<file path="config.mk">
export PLATFORM = sky130hd
export DESIGN_NAME = serial_tx_arbiter
export DESIGN_NICKNAME = d
export VERILOG_FILES = /design/src/rtl/serial_tx_arbiter.sv
export SDC_FILE = /design/constraint.sdc
export NUM_CORES = 1
export LEC_CHECK = 0
export CORE_AREA = 2 2 76 78
export DETAILED_ROUTE_END_ITERATION = 7
export DIE_AREA = 0 0 78 80
export GPL_TIMING_DRIVEN = 0
export PLACE_DENSITY = 0.57
export SYNTH_ARGS = -nofsm -noshare
export SYNTH_HDL_FRONTEND = slang
export SYNTH_SLANG_ARGS = --single-unit
</file>
<file path="constraint.sdc">
create_clock -name clk -period 2.3 [get_ports clk]
set_clock_uncertainty 0.05 [all_clocks]
set_input_delay 0.23 -clock clk [delete_from_list [all_inputs] [get_ports clk]]
set_output_delay 0.23 -clock clk [all_outputs]
set_load 0.05 [all_outputs]
</file>
<file path="src/rtl/serial_tx_arbiter.sv">
// Two-requester packet arbiter in front of a serial transmitter.
// Round-robin grant per packet, packet-locked ownership, stall-timeout forced release.
module serial_tx_arbiter #(
    parameter int BITS    = 8,
    parameter int TIMEOUT = 255
) (
    input  logic            clk,
    input  logic            rst_n,
    input  logic [BITS-1:0] a_data,
    input  logic            a_valid,
    input  logic            a_last,
    output logic            a_ready,
    input  logic [BITS-1:0] b_data,
    input  logic            b_valid,
    input  logic            b_last,
    output logic            b_ready,
    output logic [BITS-1:0] tx_data,
    output logic            tx_valid,
    input  logic            tx_ready,
    output logic [1:0]      grant,
    output logic            timeout
);

    typedef enum logic [1:0] {
        IDLE  = 2'b00,
        OWN_A = 2'b01,
        OWN_B = 2'b10
    } state_t;

    localparam logic [15:0] TO_LAST = 16'(TIMEOUT - 1);

    state_t      state_reg;
    logic        last_b_reg;
    logic [15:0] cnt_reg;
    logic        timeout_reg;

    logic        own_last;
    logic        xfer;

    // Datapath follows the owner combinationally so a word can move on the first owned cycle.
    always_comb begin
        tx_data  = '0;
        tx_valid = 1'b0;
        a_ready  = 1'b0;
        b_ready  = 1'b0;
        own_last = 1'b0;
        case (state_reg)
            OWN_A: begin
                tx_data  = a_data;
                tx_valid = a_valid;
                a_ready  = tx_ready;
                own_last = a_last;
            end
            OWN_B: begin
                tx_data  = b_data;
                tx_valid = b_valid;
                b_ready  = tx_ready;
                own_last = b_last;
            end
            default: ;
        endcase
    end

    assign xfer    = tx_valid & tx_ready;
    assign grant   = state_reg;
    assign timeout = timeout_reg;

    always_ff @(posedge clk or negedge rst_n) begin
        if (!rst_n) begin
            state_reg   <= IDLE;
            last_b_reg  <= 1'b1;
            cnt_reg     <= '0;
            timeout_reg <= 1'b0;
        end else begin
            timeout_reg <= 1'b0;
            case (state_reg)
                IDLE: begin
                    cnt_reg <= '0;
                    if (a_valid && (!b_valid || last_b_reg))
                        state_reg <= OWN_A;
                    else if (b_valid)
                        state_reg <= OWN_B;
                end
                OWN_A, OWN_B: begin
                    if (xfer) begin
                        cnt_reg <= '0;
                        if (own_last) begin
                            state_reg  <= IDLE;
                            last_b_reg <= (state_reg == OWN_B);
                        end
                    end else if (!tx_valid) begin
                        // Only an absent requester counts as a stall; backpressure never does.
                        if (cnt_reg == TO_LAST) begin
                            state_reg   <= IDLE;
                            last_b_reg  <= (state_reg == OWN_B);
                            timeout_reg <= 1'b1;
                            cnt_reg     <= '0;
                        end else begin
                            cnt_reg <= cnt_reg + 16'd1;
                        end
                    end
                end
                default: begin
                    state_reg <= IDLE;
                    cnt_reg   <= '0;
                end
            endcase
        end
    end

endmodule

</file>
---- After elaboration in Yosys (flattened, before gate mapping) ----
Index checks and enable logic that the tools add are counted.
word-level totals
  flip-flop bits (word level) ............. 20
  input port bits ......................... 23
  word-level logic and storage cells ...... 47
  memories kept ........................... 0
  bits in writable memories ............... 0
  memory bits (read-only) ................. 0
  bits in latches ......................... 0
cells by class
  eq/ne operators ......................... 9
  magnitude comparators ................... 0
  add/sub/neg operators ................... 1
  shift operators ......................... 0
  multiply operators ...................... 0
  multiplexer cells ....................... 24
  div/mod/pow operators ................... 0
  reductions and logical operators ........ 8
  bitwise operators ....................... 1
operator list
  kind                                                                     number
  16-bit 2-to-1 mux                                                        4
  16-bit by 1-bit adder with 16-bit output, second input constant          1
  16-bit by 8-bit == test with 1-bit output, second input constant         1
  8-bit one-hot mux with 2 select lines                                    1
  2-bit 2-to-1 mux                                                         6
  3-bit inequality test, second input constant                             4
  1-bit 2-to-1 mux                                                         10
  4-bit AND reduction                                                      2
  1-bit one-hot mux with 2 select lines                                    2
  2-bit one-hot mux with 2 select lines                                    1
  2-bit by 1-bit == test with 1-bit output, second input constant          1
  2-bit == test, second input constant                                     1
  2-bit zero test                                                          1
  2-bit by 1-bit inequality test with 1-bit output, second input constant  1
  2-bit inequality test, second input constant                             1
  2-bit nonzero test                                                       1
  2-bit OR reduction                                                       1
  1-bit bitwise AND                                                        1
  1-bit logical AND                                                        1
  1-bit zero test                                                          1
  1-bit logical OR                                                         1

---- Longest topological paths before layout ----
Gate-level depths: netlist of run 1.
  depth after elaboration ................. 5
  depth in mapped cells ................... 8

---- Worst setup path before layout of run 1 ----
No wires, ideal clock.
  path type ............................... reg-to-reg
  from .................................... reg state_reg[0] (netlist: grant[0])
  to ...................................... reg last_b_reg
  setup time .............................. 0.082 ns
  cell stages (with the launch flop) ...... 8
  clock period less this slack ............ 2.759 ns
  arrival time ............................ 2.627 ns
  buffers on the path ..................... 0
  path slack .............................. -0.459 ns
  cell sequence ........................... dfrtp_1 > inv_1 > ha_1 > inv_1 > nor2_1 > nand2_1 > a221oi_2 > mux2_2
between the ends
  word-level cells in the longest chain between the ends .. 5
  elaborated cells between the ends (all ways) .. 14
RTL lines
  item                                                                       RTL line  source
  from (decl)                                                                32        state_t state_reg;
  from (signal assigned)                                                     70        state_reg <= IDLE;
  from (signal assigned)                                                     80        state_reg <= OWN_A;
  from (signal assigned)                                                     82        state_reg <= OWN_B;
  2-bit == test or 2-bit by 1-bit == test with 1-bit output (tied branches)  47        case (state_reg)
  1-bit one-hot mux with 2 select lines (*)                                  47
  net tx_valid                                                               18        output logic tx_valid,
  1-bit bitwise AND                                                          64        assign xfer = tx_valid & tx_ready;
  2-bit inequality test (no line), or another cell as far along              n/a
  4-bit AND reduction (no line)                                              n/a
  to (signal assigned)                                                       89        last_b_reg <= (state_reg == OWN_B);
  to (signal assigned)                                                       95        last_b_reg <= (state_reg == OWN_B);
  to (decl)                                                                  33        logic last_b_reg;
Mark *: on every way through the listed nets, which the timed path passes. The rest lies on a longest branch. The select of a mux whose other input is x is not followed.
A chain may end at the register's enable or synchronous reset.

---- Worst setup path in the final report of run 1 ----
  from .................................... reg state_reg[0] (netlist: grant[0])
  to ...................................... out b_ready
between the ends
  word-level cells in the longest chain between the ends .. 2
RTL lines
  item              RTL line  source
  2-bit == test     47
  1-bit 2-to-1 mux  47
  to (decl)         16        output logic b_ready,
No other way between the ends.

==> qor.csv, run 1 <==
stage;metric;value;unit
placed_design;PortBufs;36;
synthesis;Synth Area per Inst;9.141;µm²
cts;CTS Buf Count;3;
setup_path;critical path cell sequence;inv_1 -> ha_1 -> clkbuf_2 -> and2_1 -> clkdlybuf4s15_1;
pwr;Pwr per Cell Area;1051;nW/µm²
setup_path;Buf/Inv on CP;3;
layout;max reg flops;16;
setup_path;Register-to-Register Path Depth;7;
placed_design;Placer Congestion;0.7828;
flow_run;max-cap viol count;0;
cts;CTS root buf;clkbuf_8;
synthesis;Seq cells post-synth;20;
timing;Fmax;456.2;MHz
cts;CTS H-tree depth;1;
placed_design;area of placed instances;1774;µm²
route;initial DRC count;74;
synthesis;Post-synth EDFFs;0;
layout;Finished Cell Area;1847;µm²
die;die area;6240;µm²
timing;final cycle utilization of the critical path;95.30;%
setup_path;slowest stage cell, crit path;clkdlybuf4s15_1;
pwr;switching power;0.9700;mW
route;via count;1191;
synthesis;top_reg_cell synth;dfrtp_1;
setup_path;reg-to-reg setup timing slack;0.27;ns
synthesis;net count after synthesis;172;
die;chip height;80;µm
setup_path;RR Startpoint;grant[0];
timing;Slew Limit Fails;0;
global_route;global route overflow;0;
cts;CTS tree;yes;
global_route;Tot GR Track Use;10.26;%
pwr;clock share of power;13.8;%
placed_design;DP Wirelength;2.257;mm
layout;Multi-input gate area;788.3;µm²
timing;RSZ-0062 raised after global routing;no;
hold_path;Hold/Removal Path Class;input pin to async pin;
cts;clock latency on the worst-skew pair;0.26;ns
timing;Min Hold Slack;0.4176;ns
route;drt drc;0;
timing;Tightest Pin Transition;0.8914;ns
synthesis;Synth top area share;36.12;%
pwr;Seq pwr share;22.2;%
cts;postcts setup bufs;0;
synthesis;synth unique cells;42;
route;vias per inst;4.652;
die;top-level I/O count;37;
pwr;Gate power share;64.0;%
synthesis;most numerous cell in the Yosys netlist;nor2_1;
route;antenna viol nets, final;0;
layout;layout cells sized above 1;15.22;%
setup_path;reg2reg end;cnt_reg[6];
layout;Area Overhead vs Synth;40.30;%
pwr;Max VDD drop;478.4;µV
die;Initial Utilization;24.35;%
setup_path;Critical Path Fanout Max;10;
run_status;status;finished, final reports clean;
route;final wirelength;3.055;mm
cts;clock slew at reported path FFs;0.08;ns
layout;Antenna diodes;0;
cts;CTS Buffer Depth;2;
die;Core Rows;27;
timing;Rel. slew slack;40.39;%
global_route;largest net degree at the start of global routing;21;
die;Core ar.;5405;µm²
die;die width;78;µm
cts;clk sinks;20;
setup_path;Startpoint Class;flop;
setup_path;crit path DAT;1.91;ns
synthesis;Seq/Total Area, Yosys;38.12;%
setup_path;CP endpoint kind;output pin;
layout;final cell count without fillers;256;
synthesis;post-synth top area cell;dfrtp_1;
global_route;initial antenna violation count;0;
global_route;first-pass GRT wire length;5.230;mm
timing;Final TNS setup;0;ns
setup_path;max incr delay on CP;0.48;ns
pwr;leakage;0.7896;nW
pwr;Int Power;0.9707;mW
pwr;overall power;1.941;mW
timing;final setup violation count;0;
synthesis;top post-synthesis cells by area;dfrtp_1, nor2_1, xor2_1;
layout;Final nets;213;
placed_design;Placed Cells;252;
setup_path;type of the worst setup path;flop to output pin;
layout;Fillers;561;
route;first drt pass iteration count;4;
setup_path;CP top delay family;buffers and inverters;
synthesis;Mapped Area;1316;µm²
setup_path;CP required;2.02;ns
layout;Reg area;501.7;µm²
synthesis;ys async rst share;100.0;%
setup_path;crit path from;grant[0];
timing;final hold vios;0;
route;wire per inst;11.93;µm
timing;minimum clock period;2.192;ns
synthesis;Synth top cells by count;nor2_1, dfrtp_1, nand2_1;
synthesis;Post-Synthesis Cells;144;
pwr;switch share;49.98;%
global_route;vias in the first global route;1131;
synthesis;YS warnings;0;
## power by group through the flow
stage                     Sequential, mW  Combinational (mW)  Clock, mW
after global routing               0.435                1.36      0.291
after floorplan                    0.489               0.847          0
after CTS                          0.431                1.25      0.280
after global placement             0.435                1.27          0
final                              0.430                1.24      0.269
after detailed placement           0.438                1.26          0
## worst reg2reg max path, stage by stage, from the launching register on
cell and delay, ns:
dfrtp_1 0.37, inv_1 0.08, ha_1 0.26, a22oi_2 0.24, nor2_1 0.10, clkbuf_1 0.22, or4_1 0.55, nand3_1 0.09
## worst max-delay path by stage
stage                      end  cells past startpoint  slack, ns
CTS                 tx_data[2]                      6       0.08
global route           b_ready                      5      0.001
floorplan           tx_data[0]                      5      -0.07
finish                 b_ready                      5       0.11
detailed placement  tx_data[2]                      6      -0.20
global placement    tx_data[2]                      6      -0.18
## per-stage QoR
step	worst slack, ns	utilization, %
floorplan	-0.06829	-
global placement	-0.1813	32.82
detailed placement	-0.1996	32.82
CTS	0.08023	34.00
global route	0.001177	34.17
finish	0.1081	34.17
## layout by cell type (no fill, tap or decap), types with 5 or more instances in the layout
cell type and n:
nor2_1 21, clkdlybuf4s15_2 8, dfrtp_1 19, clkdlybuf4s50_1 25
nand4_1 7, and3_1 5, xor2_1 9, nand2_1 13
a22oi_1 8, ha_1 5, nand3_1 9
## layout make-up
cell class	count	share of cell area [%]
Multi-Input combinational cell	115	42.68
Sequential cell	20	27.17
Timing Repair Buffer	36	19.92
Tap cell	72	4.878
Clock buffer	4	2.981
Buffer	5	1.558
Inverter	4	0.8130
## logic make-up after synthesis
family	after synthesis	share of synthesized area (%)
fa+ha+maj	5	4.753
xor+xnor	10	6.654
compound gates	22	14.83
mux	3	2.376
buf+inv	9	2.946
simple gates	75	30.32
flops	20	38.12
## per-layer routing
layer  GRT usage [%]  part of all wire [%]
met5               0                     0
met3           2.489                   8.4
met4           4.386                   1.1
met2           16.38                    41
met1           13.22                    49
## what timing repair did
item,in CTS,in global routing
pin swaps,0,0
endpoints found under the setup margin,11,8
hold buffers,0,0
gates resized for setup,29,3
Note: power is estimated with default switching activity, not from simulation.
==> inputs of run 2 (changes only) <==
DONT_BUFFER_PORTS = 1   (was default)
PLACE_DENSITY = 0.49   (was 0.57)
==> run 2 against run 1 <==
Net effect:
- cell count fell by 14%
- total power rose by 1.5%
- register-to-register slack worse by 0.16 ns
- via count fell by 8.2%
- sequential power increased by 17%
- utilization is 5.1 points lower
- sequential share of layout area is 4.9 points higher
- clock-buffer cell count is the same
- worst hold slack lost 0.36 ns
- combinational power decreased by 4%
- fmax increased by 0.23%
- critical path type is now flop to flop
- largest cell class unchanged
==> qor.csv, run 2 (synthesis results as in run 1) <==
stage;metric;value;unit;change
run_status;status;finished, final reports clean;;unchanged
flow_run;max-cap viol count;0;;unchanged
setup_path;crit path DAT;2.33;ns;was 1.91 ns
cts;CTS Buffer Depth;2;;unchanged
global_route;first-pass GRT wire length;4.767;mm;was 5.230 mm
cts;CTS Buf Count;3;;unchanged
setup_path;critical path cell sequence;inv_2 -> ha_2 -> a22oi_2 -> nor2_4 -> nand2_1 -> a221oi_2 -> mux2_2;;was inv_1 -> ha_1 -> clkbuf_2 -> and2_1 -> clkdlybuf4s15_1
layout;commonest non-fill, non-tap cell in the layout;dfrtp_1;;was clkdlybuf4s50_1
die;chip height;80;µm;unchanged
layout;max reg flops;16;;unchanged
layout;final core utilization;29.10;%;was 34.17%
layout;commonest cells after routing, fill and taps aside;dfrtp_1, nor2_1, nand2_1;;was clkdlybuf4s50_1, nor2_1, dfrtp_1, nand2_1
die;die width;78;µm;unchanged
layout;layout cells sized above 1;24.83;%;was 15.22%
timing;minimum clock period;2.187;ns;was 2.192 ns
cts;CTS H-tree depth;1;;unchanged
setup_path;RR Startpoint;grant[0];;unchanged
setup_path;slowest stage cell, crit path;dfrtp_2;;was clkdlybuf4s15_1
route;via count;1093;;was 1191
route;drt drc;0;;unchanged
placed_design;PortBufs;0;;was 36
timing;Fmax;457.3;MHz;was 456.2 MHz
pwr;clock share of power;14.0;%;was 13.8%
die;Core Rows;27;;unchanged
timing;RSZ-0062 raised after global routing;no;;unchanged
pwr;switch share;54.66;%;was 49.98%
timing;Tightest Pin Transition;0.9446;ns;was 0.8914 ns
timing;Slew Limit Fails;0;;unchanged
placed_design;Placer Congestion;0.6971;;was 0.7828
global_route;Tot GR Track Use;9.681;%;was 10.26%
global_route;vias in the first global route;1097;;was 1131
cts;postcts setup bufs;0;;unchanged
die;Initial Utilization;24.35;%;unchanged
pwr;Gate power share;60.4;%;was 64.0%
cts;clk sinks;20;;unchanged
route;first drt pass iteration count;4;;unchanged
cts;CTS tree;yes;;unchanged
pwr;leakage;0.6454;nW;was 0.7896 nW
die;die area;6240;µm²;unchanged
cts;clock latency on the worst-skew pair;0.26;ns;about the same
setup_path;CP endpoint kind;flop;;was output pin
global_route;global route overflow;0;;unchanged
hold_path;Hold Path Stages;2;;
layout;Multi-input gate area;865.8;µm²;was 788.3 µm²
hold_path;hold_sp;a_valid;;
timing;Final TNS setup;0;ns;unchanged
route;initial DRC count;32;;was 74
pwr;Max VDD drop;718.1;µV;was 478.4 µV
timing;Rel. slew slack;36.82;%;was 40.39%
setup_path;Register-to-Register Path Depth;7;;unchanged
die;top-level I/O count;37;;unchanged
cts;clock slew at reported path FFs;0.08;ns;about the same
global_route;largest net degree at the start of global routing;21;;unchanged
pwr;switching power;1.077;mW;was 0.9700 mW
layout;Reg area;504.2;µm²;was 501.7 µm²
route;final wirelength;2.905;mm;was 3.055 mm
route;vias per inst;4.946;;was 4.652
route;antenna viol nets, final;0;;unchanged
route;wire per inst;13.14;µm;was 11.93 µm
setup_path;type of the worst setup path;flop to flop;;was flop to output pin
pwr;Seq pwr share;25.5;%;was 22.2%
layout;Antenna diodes;0;;unchanged
timing;final hold vios;0;;unchanged
setup_path;CP required;2.45;ns;was 2.02 ns
setup_path;Startpoint Class;flop;;unchanged
layout;Fillers;581;;was 561
layout;Final nets;178;;was 213
placed_design;DP Wirelength;2.149;mm;was 2.257 mm
setup_path;crit path from;grant[0];;unchanged
layout;Area Overhead vs Synth;19.49;%;was 40.30%
die;Core ar.;5405;µm²;unchanged
pwr;Int Power;0.8929;mW;was 0.9707 mW
cts;CTS root buf;clkbuf_8;;unchanged
timing;final cycle utilization of the critical path;95.08;%;was 95.30%
hold_path;Hold/Removal Path Class;input pin to flop;;was input pin to async pin
timing;final setup violation count;0;;unchanged
setup_path;max incr delay on CP;0.53;ns;was 0.48 ns
setup_path;Critical Path Fanout Max;4;;was 10
global_route;initial antenna violation count;0;;unchanged
pwr;Pwr per Cell Area;1252;nW/µm²;was 1051 nW/µm²
-- run 2: cell types whose count changed in the layout (fill, tap and decap cells not counted), moves of 3 or more --
cell / previous run / this run
nor2_4: 1 / 9
nor2_1: 21 / 13
clkdlybuf4s50_1: 25 / 0
inv_1: 4 / 1
ha_1: 5 / 2
clkdlybuf4s15_2: 8 / 0
-- run 2: metal layers --
layer  GRT usage [%]  vias to the layer above  part of all wire, %  routed length (µm)
li1                -                      528                    -                   -
met4           3.333                        0                 0.93                  27
met5               0                        -                    0                   0
met1           10.77                      513                   46                1333
met3           3.507                        4                  7.5                 219
met2           17.07                       48                   46                1324
-- run 2: power groups by stage --
| stage | Combinational [mW] | Sequential [mW] | Clock (mW) |
|---|---|---|---|
| 2_1_floorplan | 0.847 | 0.489 | 0 |
| 3_3_place_gp | 0.988 | 0.500 | 0 |
| 3_5_place_dp | 0.983 | 0.500 | 0 |
| 4_1_cts | 1.08 | 0.498 | 0.288 |
| 5_1_grt | 1.28 | 0.510 | 0.300 |
| 6_report | 1.19 | 0.503 | 0.276 |
-- run 2: worst paths after layout --
check	to	slack (ns)
worst max-delay path	last_b_reg	0.11
worst min-delay path	grant[0]	0.06
worst max register to register	last_b_reg	0.11
worst min register to register	cnt_reg[1]	0.49
max in group asynchronous	grant[1]	1.06
min in group asynchronous	cnt_reg[5]	0.51
-- run 2: area by class of cell --
| class | instances | area share, % |
|---|---|---|
| Multi-Input combinational cell | 115 | 55.05 |
| Timing Repair Buffer | 1 | 0.6364 |
| Clock buffer | 4 | 3.500 |
| Sequential cell | 20 | 32.06 |
| Inverter | 4 | 1.114 |
| Tap cell | 72 | 5.728 |
| Buffer | 5 | 1.909 |
-- run 2: metrics by stage --
step	total power, mW	setup WS [ns]	cell area, µm²	instances	hold slack, ns
after global placement	1.488	-0.2931	1414	216	-0.1147
final	1.969	0.1132	1573	221	0.05960
after detailed placement	1.484	-0.2953	1414	216	-0.1147
after floorplan	1.337	-0.06829	1324	144	-0.1156
after global routing	2.092	0.01221	1573	221	0.05517
after CTS	1.864	-0.1123	1519	221	0.05516
-- run 2: worst max-delay path, delay by kind of cell, from the launching register on --
kind                     cells  cell delay, ns
AO/OA/AOI/OAI                2            0.35
adder cells (fa/ha/maj)      1            0.23
buffers and inverters        1            0.14
AND/OR/NAND/NOR              2            0.46
multiplexers                 1            0.36
flip-flops                   1            0.53
-- run 2: timing repair --
| item | CTS | global route |
|---|---|---|
| setup endpoints to repair | 24 | 17 |
| endpoints found under the hold margin | 20 | 0 |
| hold buffers | 1 | 0 |
| pin swaps | 0 | 4 |
| gates resized for setup | 16 | 17 |
